File: src/rtl/core_pkg.sv
`default_nettype none
//------------------------------------------------------------------------------
// Module   : core_pkg
// Purpose  : Shared types and constants for the memory port sequencer:
//            sequencer state encoding, bus owner encoding, reset vector.
// Revision : 1.0  initial release
//------------------------------------------------------------------------------
package core_pkg;

  localparam int               CORE_ADDR_W    = 16;
  localparam logic [15:0]      CORE_RESET_VEC = 16'hFFFC;

  typedef enum logic [2:0] {
    BOOT_START = 3'd0,
    BOOT_LO    = 3'd1,
    BOOT_HI    = 3'd2,
    ARB        = 3'd3,
    BUSY       = 3'd4
  } seq_state_e;

  typedef enum logic {
    OWN_FETCH = 1'b0,
    OWN_DATA  = 1'b1
  } owner_e;

endpackage : core_pkg
`default_nettype wire

File: src/rtl/fetch_pc_counter.sv
`default_nettype none
//------------------------------------------------------------------------------
// Module   : fetch_pc_counter
// Purpose  : Holds the next prefetch address. A load (boot vector or
//            redirect) takes priority over an increment; the increment wraps
//            naturally at the top of the address space.
// Revision : 1.0  initial release
//------------------------------------------------------------------------------
module fetch_pc_counter #(
  parameter int ADDR_W = 16
) (
  input  logic              clk,
  input  logic              reset,
  input  logic              load_en,
  input  logic [ADDR_W-1:0] load_val,
  input  logic              inc_en,
  output logic [ADDR_W-1:0] pc
);

  logic [ADDR_W-1:0] pc_q;
  logic [ADDR_W-1:0] pc_d;

  // Next PC: load beats increment so a redirect always wins over a push.
  always_comb begin
    pc_d = pc_q;
    if (load_en) begin
      pc_d = load_val;
    end else if (inc_en) begin
      pc_d = pc_q + ADDR_W'(1);
    end
  end

  // PC register.
  always_ff @(posedge clk or posedge reset) begin
    if (reset) begin
      pc_q <= '0;
    end else begin
      pc_q <= pc_d;
    end
  end

  assign pc = pc_q;

endmodule : fetch_pc_counter
`default_nettype wire

File: src/rtl/mem_port_sequencer.sv
`default_nettype none
//------------------------------------------------------------------------------
// Module   : mem_port_sequencer
// Purpose  : Shares the single 8-bit memory port between the instruction
//            prefetcher and execute-stage data accesses, performs the
//            reset-vector fetch and handles branch redirects.
// Revision : 1.0  initial release
//------------------------------------------------------------------------------
module mem_port_sequencer
  import core_pkg::*;
#(
  parameter int                RESET_VEC_W = CORE_ADDR_W,
  parameter int                ADDR_W      = RESET_VEC_W,
  parameter logic [ADDR_W-1:0] RESET_VEC   = ADDR_W'(CORE_RESET_VEC)
) (
  input  logic              clk,
  input  logic              reset,
  output logic              mem_req,
  output logic [ADDR_W-1:0] mem_addr,
  output logic              mem_we,
  output logic [7:0]        mem_wdata,
  input  logic [7:0]        mem_rdata,
  input  logic              mem_ack,
  input  logic              dreq_valid,
  input  logic [ADDR_W-1:0] dreq_addr,
  input  logic              dreq_we,
  input  logic [7:0]        dreq_wdata,
  output logic              dreq_ready,
  output logic [7:0]        dreq_rdata,
  input  logic              redirect_valid,
  input  logic [ADDR_W-1:0] redirect_addr,
  input  logic              q_full,
  output logic              q_push,
  output logic [7:0]        q_data,
  output logic              q_reset,
  output logic [ADDR_W-1:0] fetch_pc,
  output logic              boot_done
);

  seq_state_e        state_q, state_d;
  owner_e            owner_q, owner_d;
  logic              discard_q, discard_d;
  logic [7:0]        lo_q, lo_d;
  logic [ADDR_W-1:0] mem_addr_q, mem_addr_d;
  logic              mem_we_q, mem_we_d;
  logic [7:0]        mem_wdata_q, mem_wdata_d;
  logic              q_reset_q, q_reset_d;
  logic              boot_done_q, boot_done_d;

  logic              pc_load;
  logic [ADDR_W-1:0] pc_load_val;
  logic              busy_ack;

  assign busy_ack = (state_q == BUSY) && mem_ack;

  // A fetched byte is pushed only if no redirect has made it stale.
  assign q_push     = busy_ack && (owner_q == OWN_FETCH) && !discard_q && !redirect_valid;
  assign q_data     = mem_rdata;
  assign dreq_ready = busy_ack && (owner_q == OWN_DATA);
  assign dreq_rdata = mem_rdata;

  assign mem_req    = (state_q == BOOT_LO) || (state_q == BOOT_HI) || (state_q == BUSY);
  assign mem_addr   = mem_addr_q;
  assign mem_we     = mem_we_q;
  assign mem_wdata  = mem_wdata_q;
  assign q_reset    = q_reset_q;
  assign boot_done  = boot_done_q;

  fetch_pc_counter #(
    .ADDR_W (ADDR_W)
  ) u_fetch_pc (
    .clk      (clk),
    .reset    (reset),
    .load_en  (pc_load),
    .load_val (pc_load_val),
    .inc_en   (q_push),
    .pc       (fetch_pc)
  );

  // Boot, arbitration and transaction tracking: next-state computation.
  always_comb begin
    state_d     = state_q;
    owner_d     = owner_q;
    discard_d   = discard_q;
    lo_d        = lo_q;
    mem_addr_d  = mem_addr_q;
    mem_we_d    = mem_we_q;
    mem_wdata_d = mem_wdata_q;
    q_reset_d   = 1'b0;
    boot_done_d = boot_done_q;
    pc_load     = 1'b0;
    pc_load_val = redirect_addr;

    case (state_q)
      BOOT_START: begin
        // Address is set up here so it is already stable when mem_req rises.
        mem_addr_d = RESET_VEC;
        mem_we_d   = 1'b0;
        state_d    = BOOT_LO;
      end
      BOOT_LO: begin
        if (mem_ack) begin
          lo_d       = mem_rdata;
          mem_addr_d = RESET_VEC + ADDR_W'(1);
          state_d    = BOOT_HI;
        end
      end
      BOOT_HI: begin
        if (mem_ack) begin
          pc_load     = 1'b1;
          pc_load_val = ADDR_W'({mem_rdata, lo_q});
          boot_done_d = 1'b1;
          state_d     = ARB;
        end
      end
      ARB: begin
        if (redirect_valid) begin
          pc_load   = 1'b1;
          q_reset_d = 1'b1;
        end else if (dreq_valid) begin
          mem_addr_d  = dreq_addr;
          mem_we_d    = dreq_we;
          mem_wdata_d = dreq_wdata;
          owner_d     = OWN_DATA;
          state_d     = BUSY;
        end else if (!q_full) begin
          mem_addr_d = fetch_pc;
          mem_we_d   = 1'b0;
          owner_d    = OWN_FETCH;
          state_d    = BUSY;
        end
      end
      BUSY: begin
        if (redirect_valid) begin
          pc_load   = 1'b1;
          q_reset_d = 1'b1;
          // The bus cycle runs to completion; its byte is just thrown away.
          if ((owner_q == OWN_FETCH) && !mem_ack) begin
            discard_d = 1'b1;
          end
        end
        if (mem_ack) begin
          state_d = ARB;
          if (owner_q == OWN_FETCH) begin
            discard_d = 1'b0;
          end
        end
      end
      default: begin
        state_d = BOOT_START;
      end
    endcase
  end

  // Sequencer state and registered bus outputs.
  always_ff @(posedge clk or posedge reset) begin
    if (reset) begin
      state_q     <= BOOT_START;
      owner_q     <= OWN_FETCH;
      discard_q   <= 1'b0;
      lo_q        <= 8'h00;
      mem_addr_q  <= '0;
      mem_we_q    <= 1'b0;
      mem_wdata_q <= 8'h00;
      q_reset_q   <= 1'b0;
      boot_done_q <= 1'b0;
    end else begin
      state_q     <= state_d;
      owner_q     <= owner_d;
      discard_q   <= discard_d;
      lo_q        <= lo_d;
      mem_addr_q  <= mem_addr_d;
      mem_we_q    <= mem_we_d;
      mem_wdata_q <= mem_wdata_d;
      q_reset_q   <= q_reset_d;
      boot_done_q <= boot_done_d;
    end
  end

endmodule : mem_port_sequencer
`default_nettype wire
File: config.mk
export PLATFORM = sky130hd
export DESIGN_NAME = mem_port_sequencer
export DESIGN_NICKNAME = d
export VERILOG_FILES = /design/src/rtl/core_pkg.sv /design/src/rtl/fetch_pc_counter.sv /design/src/rtl/mem_port_sequencer.sv
export SDC_FILE = /design/constraint.sdc
export NUM_CORES = 1
export LEC_CHECK = 0
export ABC_AREA = 1
export CAP_MARGIN = 15
export CELL_PAD_IN_SITES_DETAIL_PLACEMENT = 0
export CELL_PAD_IN_SITES_GLOBAL_PLACEMENT = 1
export CORE_MARGIN = 1
export CORE_UTILIZATION = 46
export CTS_BUF_LIST = sky130_fd_sc_hd__clkbuf_4
export CTS_CLUSTER_SIZE = 30
export DETAILED_ROUTE_END_ITERATION = 6
export DONT_BUFFER_PORTS = 1
export HOLD_SLACK_MARGIN = 0.08
export PLACE_DENSITY_LB_ADDON = 0.12
export SYNTH_ARGS = -nofsm -noshare
export SYNTH_HDL_FRONTEND = slang
export SYNTH_SLANG_ARGS = --single-unit
File: constraint.sdc
create_clock -name clk -period 1.9 [get_ports clk]
set_input_delay 0.38 -clock clk [delete_from_list [all_inputs] [get_ports clk]]
set_output_delay 0.38 -clock clk [all_outputs]
set_load 0.01 [all_outputs]
== Word level (Yosys, flattened, before mapping) ==
Cells that the tools add are included.
Storage, ports and cells
  bits of input ports: 55
  memory bits (writable): 0
  register bits after elaboration: 56
  word-level logic and storage cells: 74
  bits in latches: 0
  memories kept: 0
  bits in read-only memories: 0
Cells by class
  multiply operators: 0
  shift-type cells: 0
  divide/modulo/power cells: 0
  add/sub/neg operators: 1
  eq/ne operators: 9
  muxes and demuxes: 28
  bitwise gates (word level): 2
  reduce and logical (&&, ||, !) cells: 24
  order comparisons: 0
Operators with widths (count)
  $mux 16: 8
  $pmux 16 s3: 1
  $add 16x1->16 const B: 1
  $mux 3: 5
  $pmux 3 s4: 1
  $mux 1: 11
  $reduce_and 3->1: 3
  $reduce_and 4->1: 2
  $eq 3x2->1 const B: 2
  $logic_and 1x1->1: 6
  $ne 2x2->1 const B: 3
  $pmux 1 s2: 2
  $reduce_and 2->1: 2
  $reduce_bool 2->1: 2
  $reduce_or 2->1: 2
  $eq 3x1->1 const B: 1
  $eq 3x3->1 const B: 1
  $logic_not 1->1: 3
  $logic_not 3->1: 1
  $ne 3x3->1 const B: 1
  $reduce_bool 3->1: 1
  $logic_or 1x1->1: 2
  $ne 2x1->1 const B: 1
  $not 1->1: 2

== Longest topological paths before layout ==
Gate-level depths: netlist of run 1.
  depth in word-level cells: 7
  depth in mapped cells: 10
  depth with buffers taken out: 9

== Cells and area by module ==
From an unflattened synthesis of run 1, not the netlist that was laid out.
Second synthesis, totals
  cells, all modules: 454
  area total of the unflattened synthesis: 3393.3 um^2
Modules (own cells, without submodules)
  mem_port_sequencer: cells an instance 319, seq. area each 1001.0 um^2, instances 1, area each 2341.0 um^2
  fetch_pc_counter: cells an instance 135, seq. area each 400.4 um^2, instances 1, area each 1052.3 um^2

== Worst setup path after synthesis of run 1 ==
OpenSTA, ideal clock, no wires.
  kind: register to register
  start point: reg state_q[1]
  end point: reg u_fetch_pc.pc_q[7] (netlist: u_fetch_pc.pc[7])
  data required time: 1.783 ns
  buffers on the path: 2
  stages on the path, launching flop included: 11
  data arrival time: 1.352 ns
  clock period less this slack: 1.470 ns
  setup slack: 0.430 ns
  path through: dfrtp_1 > buf_6 > nor2_4 > nand2_4 > nor3_4 > nand3_2 > nand2_4 > inv_4 > buf_6 > nand2_1 > nand2_1
Between the ends
  cells in the longest elaborated chain, start to end: 6
  elaborated cells on any way between the ends: 12
  those cells by class: 3 x eq/ne; 3 x mux; 6 x reduce/logical
RTL lines
  from (decl): line mem_port_sequencer.sv:40  | seq_state_e state_q, state_d;
  from (signal assigned): line mem_port_sequencer.sv:168  | state_q <= state_d;
  branches (longest 6 deep; another with $mux 16)
  to (signal assigned): line fetch_pc_counter.sv:38  | pc_q <= pc_d;
  to (decl): line fetch_pc_counter.sv:20  | logic [ADDR_W-1:0] pc_q;
Several ways; the timed one is not identified.
A chain may end at the register's enable or synchronous reset.

== Final worst setup path of run 1 ==
  start point: reg state_q[1]
  end point: out mem_req
Between the ends
  cells in the longest elaborated chain, start to end: 3
  elaborated cells on any way between the ends: 5
  those cells by class: 3 x eq/ne; 2 x reduce/logical
RTL lines
  $eq 3x1->1 / $eq 3x2->1 (equally long branches): line mem_port_sequencer.sv:62  | assign mem_req = (state_q == BOOT_LO) || (state_q == BOOT_HI) || (state_q == BUSY);
  $logic_or 1x1->1: line mem_port_sequencer.sv:62
  $logic_or 1x1->1 (*): line mem_port_sequencer.sv:62
  to (decl): line mem_port_sequencer.sv:18  | output logic mem_req,
Mark *: on every way between the ends. The rest lies on a longest branch, timed or not.

==> out/results.txt, run 1 <==
Outcome = completed
First-pass GRT wire length = 13100 um
Pre-CTS setup slack = 0.190 ns
Port bufs = 0
Fin Hold WS = 0.132 ns
CP max FO = 7
Top area cells in the synthesized netlist = dfrtp_1, nand2_1, nand3_1, o21ai_0, buf_4
FP Rows = 30
Final ANT Viol Nets = 0
Tmin final = 1.85 ns
Fill count = 728
Max-cap violations = 0
# H-tree levels = 2
Worst-margin pin slew = 0.426 ns
Total CTS buffers = 5
Critical path endpoint category = output port
CTS max path bufs = 2
Fin crit share = 97.5%
Post-layout util = 50.0%
Post-Synthesis Cells = 447
Post-synth EDFFs = 0
RSZ-0062 raised after global routing = true
Syn Nets = 503
Power, Total = 5.66 mW
Leakage = 1.69 nW
Max Used Layer = met4
Clk_lat worst skew = 0.38 ns
Drt first pass iters = 4
Final worst slack = 0.0466 ns
Final Max Slew Viols = 0
FF-to-FF path depth = 7
Final count of hold timing violations = 0
Sequential element share of the synthesized area = 41.7%
Synth Register Bits = 56
Post-synth ARST share = 100%
Multi-input combinational cell area = 1550 um2
Maximum number of pins on one net before global-route repair = 45
Share of the synthesized area in the top cell type = 41.7%
Peak supply drop = 0.625 mV
Crit path largest cell delay = 0.46 ns
Die footprint = 7650 um2
CP Class = flop to output port
Drt initial violations = 198
Startpoint class of the critical path = flop
Worst min path class = input port to flop
Final setup violation count = 0
GRT Util Overall = 22.3%
F_max = 540 MHz
# clock sinks = 56
WL final = 8480 um
Setup TNS = 0 ns
Layout cells sized above 1 = 13.9%
Routed vias = 2833
WP data required = 1.52 ns
WL met1 = 4040 um
Power Dens Cells = 1640 nW/um2
Area delta synth->final = 2.91%
Starting Density = 48.6%
Cell Area, Synth = 3360 um2
Finished Layout Cells = 535
Fin nets = 495
Met2 WL = 3810 um
DP HPWL = 6410 um
Die X = 87.4 um
Top FF cell, synth = dfrtp_1
Initial antenna violation count = 0
Leading area contributor after synthesis = dfrtp_1
Die Y = 87.4 um
N_diodes = 0
Via-to-Cell Ratio = 5.30
I/O Pins = 117
Worst Hold Path Cells = 1
CTS tree = built
CP arrival = 1.47 ns
CP max stage cell = dfrtp_2
Vias in the first global route = 2614
Count of different cell masters after synthesis = 31
CP cell instances = buf_6 -> nor2_1 -> inv_1 -> nor2_4 -> nor2_1 -> inv_1
Met3 wire len = 537 um
Placed Area = 3320 um2
Placer Congestion = 0.856
Syn avg cell area = 7.51 um2
Placed Instances = 519
Final Cell Area = 3460 um2
Reg clk slew, reported paths = 0.16 ns
DRC errors left = 0
GRT overflow = 0
CORE AREA = 6910 um2
Root cell of the clock tree = clkbuf_4
Routed wire length per instance = 15.8 um
Slew margin rel. = 71.5%
Storage element area = 1410 um2
Skew final = 0.0107 ns
Synthesis Warnings = 0
-- synth_stat cells, types with 4 or more instances --
| cell type | number |
|---|---|
| inv_1 | 37 |
| or2_2 | 5 |
| nand2_1 | 139 |
| nor2_1 | 25 |
| inv_2 | 5 |
| a21oi_1 | 16 |
| o21ai_0 | 38 |
| mux2_2 | 7 |
| buf_4 | 21 |
| dfrtp_1 | 56 |
| nand4_1 | 8 |
| buf_2 | 7 |
| buf_6 | 4 |
| nand3_1 | 51 |
| xor2_1 | 6 |
-- cells by family after synthesis --
group           Yosys count  share of synthesized area [%]
xor+xnor                  6                           1.56
compound gates           58                           8.87
flops                    56                           41.7
mux                       7                           2.35
buf+inv                  78                           12.3
fa+ha+maj                 1                          0.373
simple gates            241                           32.8
-- worst paths after layout --
check / from / to / slack [ns]
setup / recovery: state_q[1] / mem_req / 0.05
hold reg to reg: lo_q[2] / lo_q[2] / 0.52
setup reg to reg: state_q[1] / lo_q[4] / 0.19
hold / removal: mem_rdata[1] / lo_q[1] / 0.13
max in group asynchronous: reset / state_q[2] / 0.96
min in group asynchronous: reset / mem_addr[3] / 0.39
-- timing repair --
item,CTS,global route
endpoints found under the setup margin,3,5
gates resized for setup,4,2
pin swaps,1,1
hold endpoints to repair,12,0
buffers inserted,2,6
hold buffers,1,0
-- area by class of cell --
cell class | count | area share (%)
Clock buffer | 6 | 1.30
Clock inverter | 1 | 0.145
Inverter | 43 | 4.74
Multi-Input combinational cell | 313 | 44.8
Sequential cell | 56 | 40.7
Tap cell | 96 | 3.48
Timing Repair Buffer | 20 | 4.89
-- layer usage --
metal  track usage [%]  vias up
met3              5.02        8
met2              36.1      101
met4              5.51        0
li1                  -     1408
met5                 0        -
met1              30.1     1316
-- sequential cells by signal, indices dropped and copies added (netlist names), 3 cells and up --
register,cells
lo_q,8
mem_wdata,8
u_fetch_pc.pc,16
state_q,3
mem_addr,16
-- critical path: cells and delay by family, from the launching register on --
kind | cells | cell delay, ns
DFF | 1 | 0.46
buffers and inverters | 3 | 0.32
and+or+nand+nor | 3 | 0.31
-- layout by cell type, fill, tap and decap left out, types with 2 or more instances in the layout --
cell type  count
nor2_4         2
nand2_2        2
o21ai_0       38
nand3_1       51
or2_2          5
o211ai_1       2
buf_4         17
nand4_1        8
dfrtp_2        3
nor2_1        25
inv_2          7
clkbuf_4       6
a21oi_1       16
nor3_4         2
dfrtp_1       53
nand2_1      139
xor2_1         6
inv_1         35
nand3_2        2
mux2_2         7
nand2_4        2
-- where the power goes --
| part | switching (mW) | total, mW | leakage, nW | internal, mW |
|---|---|---|---|---|
| combinational | 1.62 | 2.66 | 0.991 | 1.04 |
| clock | 0.367 | 0.519 | 0.0315 | 0.152 |
| sequential | 0.710 | 2.48 | 0.671 | 1.77 |
| total | 2.70 | 5.66 | 1.69 | 2.96 |
Power figures use the tool's default switching activity.
==> run 2: changes to the inputs <==
Settings changed: SYNTH_HIERARCHICAL set to 1.
==> run 2 against run 1 <==
Against the previous run:
- the run now ends with negative setup slack left
- worst setup slack lost 0.051 ns
- synthesized area grew 1.0%
- clock skew grew 0.0040 ns
- global-route usage grew 2.5 points
- critical path type is now flop to flop
- largest cell class unchanged
- largest power group is now registers
- routed wire length grew 8.4%
- die area grew 1.0%
- fmax shrank 2.7%
- critical endpoint is now discard_q
==> out/results.txt, run 2 <==
Routed wire length per instance = 16.5 um
Initial antenna violation count = 0
Vias in the first global route = 2892
Post-synth EDFFs = 0
Placer Congestion = 0.842
GRT overflow = 0
Fin nets = 515
Slew margin rel. = 54.4%
N_diodes = 0
Failing checks = negative setup slack
Layout cells sized above 1 = 20.0%
Power Dens Cells = 1480 nW/um2
Post-synth ARST share = 100%
Die Y = 87.9 um
Peak supply drop = 0.547 mV
Drt first pass iters = 4
Power, Total = 5.38 mW
Port bufs = 0
DRC errors left = 0
Top FF cell, synth = dfrtp_1
CTS max path bufs = 2
CORE AREA = 6940 um2
Commonest non-fill, non-tap cell in the layout = nand2_1
Starting Density = 48.9%
Synthesis Warnings = 6
Commonest cells after routing, fill and taps aside = nand2_1, nand3_1, dfrtp_1, buf_4, inv_1
Setup TNS = -0.00455 ns
GRT Util Overall = 24.8%
Total CTS buffers = 5
Die footprint = 7720 um2
Post-Synthesis Cells = 454
Count of different cell masters after synthesis = 35
F_max = 525 MHz
Fin Hold WS = 0.112 ns
Reg clk slew, reported paths = 0.18 ns
WP data required = 2.20 ns
# H-tree levels = 2
Critical path endpoint category = flop
Share of the synthesized area in the top cell type = 41.3%
Fill count = 731
Top area cells in the synthesized netlist = dfrtp_1, nand2_1, nand3_1, buf_4, a22oi_1
DP HPWL = 6620 um
CP Class = flop to flop
Root cell of the clock tree = clkbuf_4
Final setup violation count = 1
Pre-CTS setup slack = 0.129 ns
Outcome = finished with violations
CP arrival = 2.21 ns
Worst min path class = input port to flop
Final worst slack = -0.00455 ns
RSZ-0062 raised after global routing = true
Startpoint class of the critical path = flop
Via-to-Cell Ratio = 5.30
Max-cap violations = 0
Commonest cells post-synth = nand2_1, nand3_1, dfrtp_1
Final ANT Viol Nets = 0
Skew final = 0.0147 ns
Syn Nets = 510
Fin crit share = 100%
Final Max Slew Viols = 0
# clock sinks = 56
Synth Register Bits = 56
Count leader, synth = nand2_1
Area delta synth->final = 6.97%
Die X = 87.9 um
Clk_lat worst skew = 0.38 ns
Drt initial violations = 154
FP Rows = 30
Sequential element share of the synthesized area = 41.3%
First-pass GRT wire length = 14600 um
Routed vias = 2948
Syn avg cell area = 7.47 um2
Cell Area, Synth = 3390 um2
Leakage = 1.78 nW
CTS tree = built
Final count of hold timing violations = 0
I/O Pins = 117
Leading area contributor after synthesis = dfrtp_1
Worst-margin pin slew = 0.683 ns
CP max FO = 4
WL final = 9190 um
Tmin final = 1.90 ns
Maximum number of pins on one net before global-route repair = 41
[run 2: worst max-delay path: stages, from the launching register on]
cell	delay, ns
dfrtp_1	0.43
inv_2	0.09
nand2_4	0.07
nor2_4	0.09
nand3_2	0.08
buf_4	0.14
buf_4	0.12
buf_4	0.12
buf_4	0.12
buf_4	0.12
buf_4	0.12
buf_4	0.12
buf_4	0.12
nand2_1	0.06
inv_1	0.04
[run 2: what timing repair did]
action | in CTS | in global routing
endpoints found under the setup margin | 1 | 18
hold endpoints to repair | 56 | 0
pin swaps | 2 | 3
hold buffers | 1 | 0
buffers inserted | 12 | 3
cloned | 0 | 0
resized for setup | 7 | 9
[run 2: through the flow]
stage          cell area, um2  instances  utilization (%)
2_1_floorplan            3400        454                -
3_3_place_gp             3390        532             48.9
3_5_place_dp             3390        532             48.9
4_1_cts                  3570        553             51.5
5_1_grt                  3630        556             52.3
6_report                 3630        556             52.3
[run 2: cells by family after synthesis]
group / after synthesis / synth area share (%)
simple gates: 279 / 36.4
buf+inv: 66 / 10.7
flops: 56 / 41.3
fa+ha+maj: 1 / 0.369
xor+xnor: 7 / 1.81
compound gates: 45 / 9.40
[run 2: power breakdown]
| group | total (mW) | switching (mW) | internal, mW |
|---|---|---|---|
| logic | 2.30 | 1.41 | 0.888 |
| clock network | 0.566 | 0.408 | 0.158 |
| registers | 2.52 | 0.793 | 1.73 |
| total | 5.38 | 2.61 | 2.77 |
[run 2: final cells by class]
class | count | area [um2] | area share (%)
clock inverter | 3 | 26.3 | 0.724
timing repair buffer | 31 | 239 | 6.58
clock buffer | 5 | 37.5 | 1.03
sequential | 56 | 1400 | 38.6
multi-input combinational | 332 | 1680 | 46.2
tap | 96 | 120 | 3.31
inverter | 33 | 129 | 3.55
[run 2: path summary, 6_finish.rpt]
check	depth (start not counted)	slack, ns	start	end
min	2	0.11	dreq_wdata[3]	mem_wdata[3]
min reg2reg	2	0.50	lo_q[1]	lo_q[1]
min in group asynchronous	2	0.54	reset	u_fetch_pc/pc[12]
max	14	-0.005	state_q[0]	discard_q
max in group asynchronous	2	0.91	reset	u_fetch_pc/pc[3]
max reg2reg	14	-0.005	state_q[0]	discard_q
[run 2: per-layer routing]
metal	part of all wire [%]	GRT usage [%]	routed length [um]	vias up
met2	52	43.9	4730	90
met5	0	0	0	-
met4	0.95	5.96	87	0
li1	-	-	-	1455
met3	5.5	4.34	503	8
met1	42	31.3	3870	1395
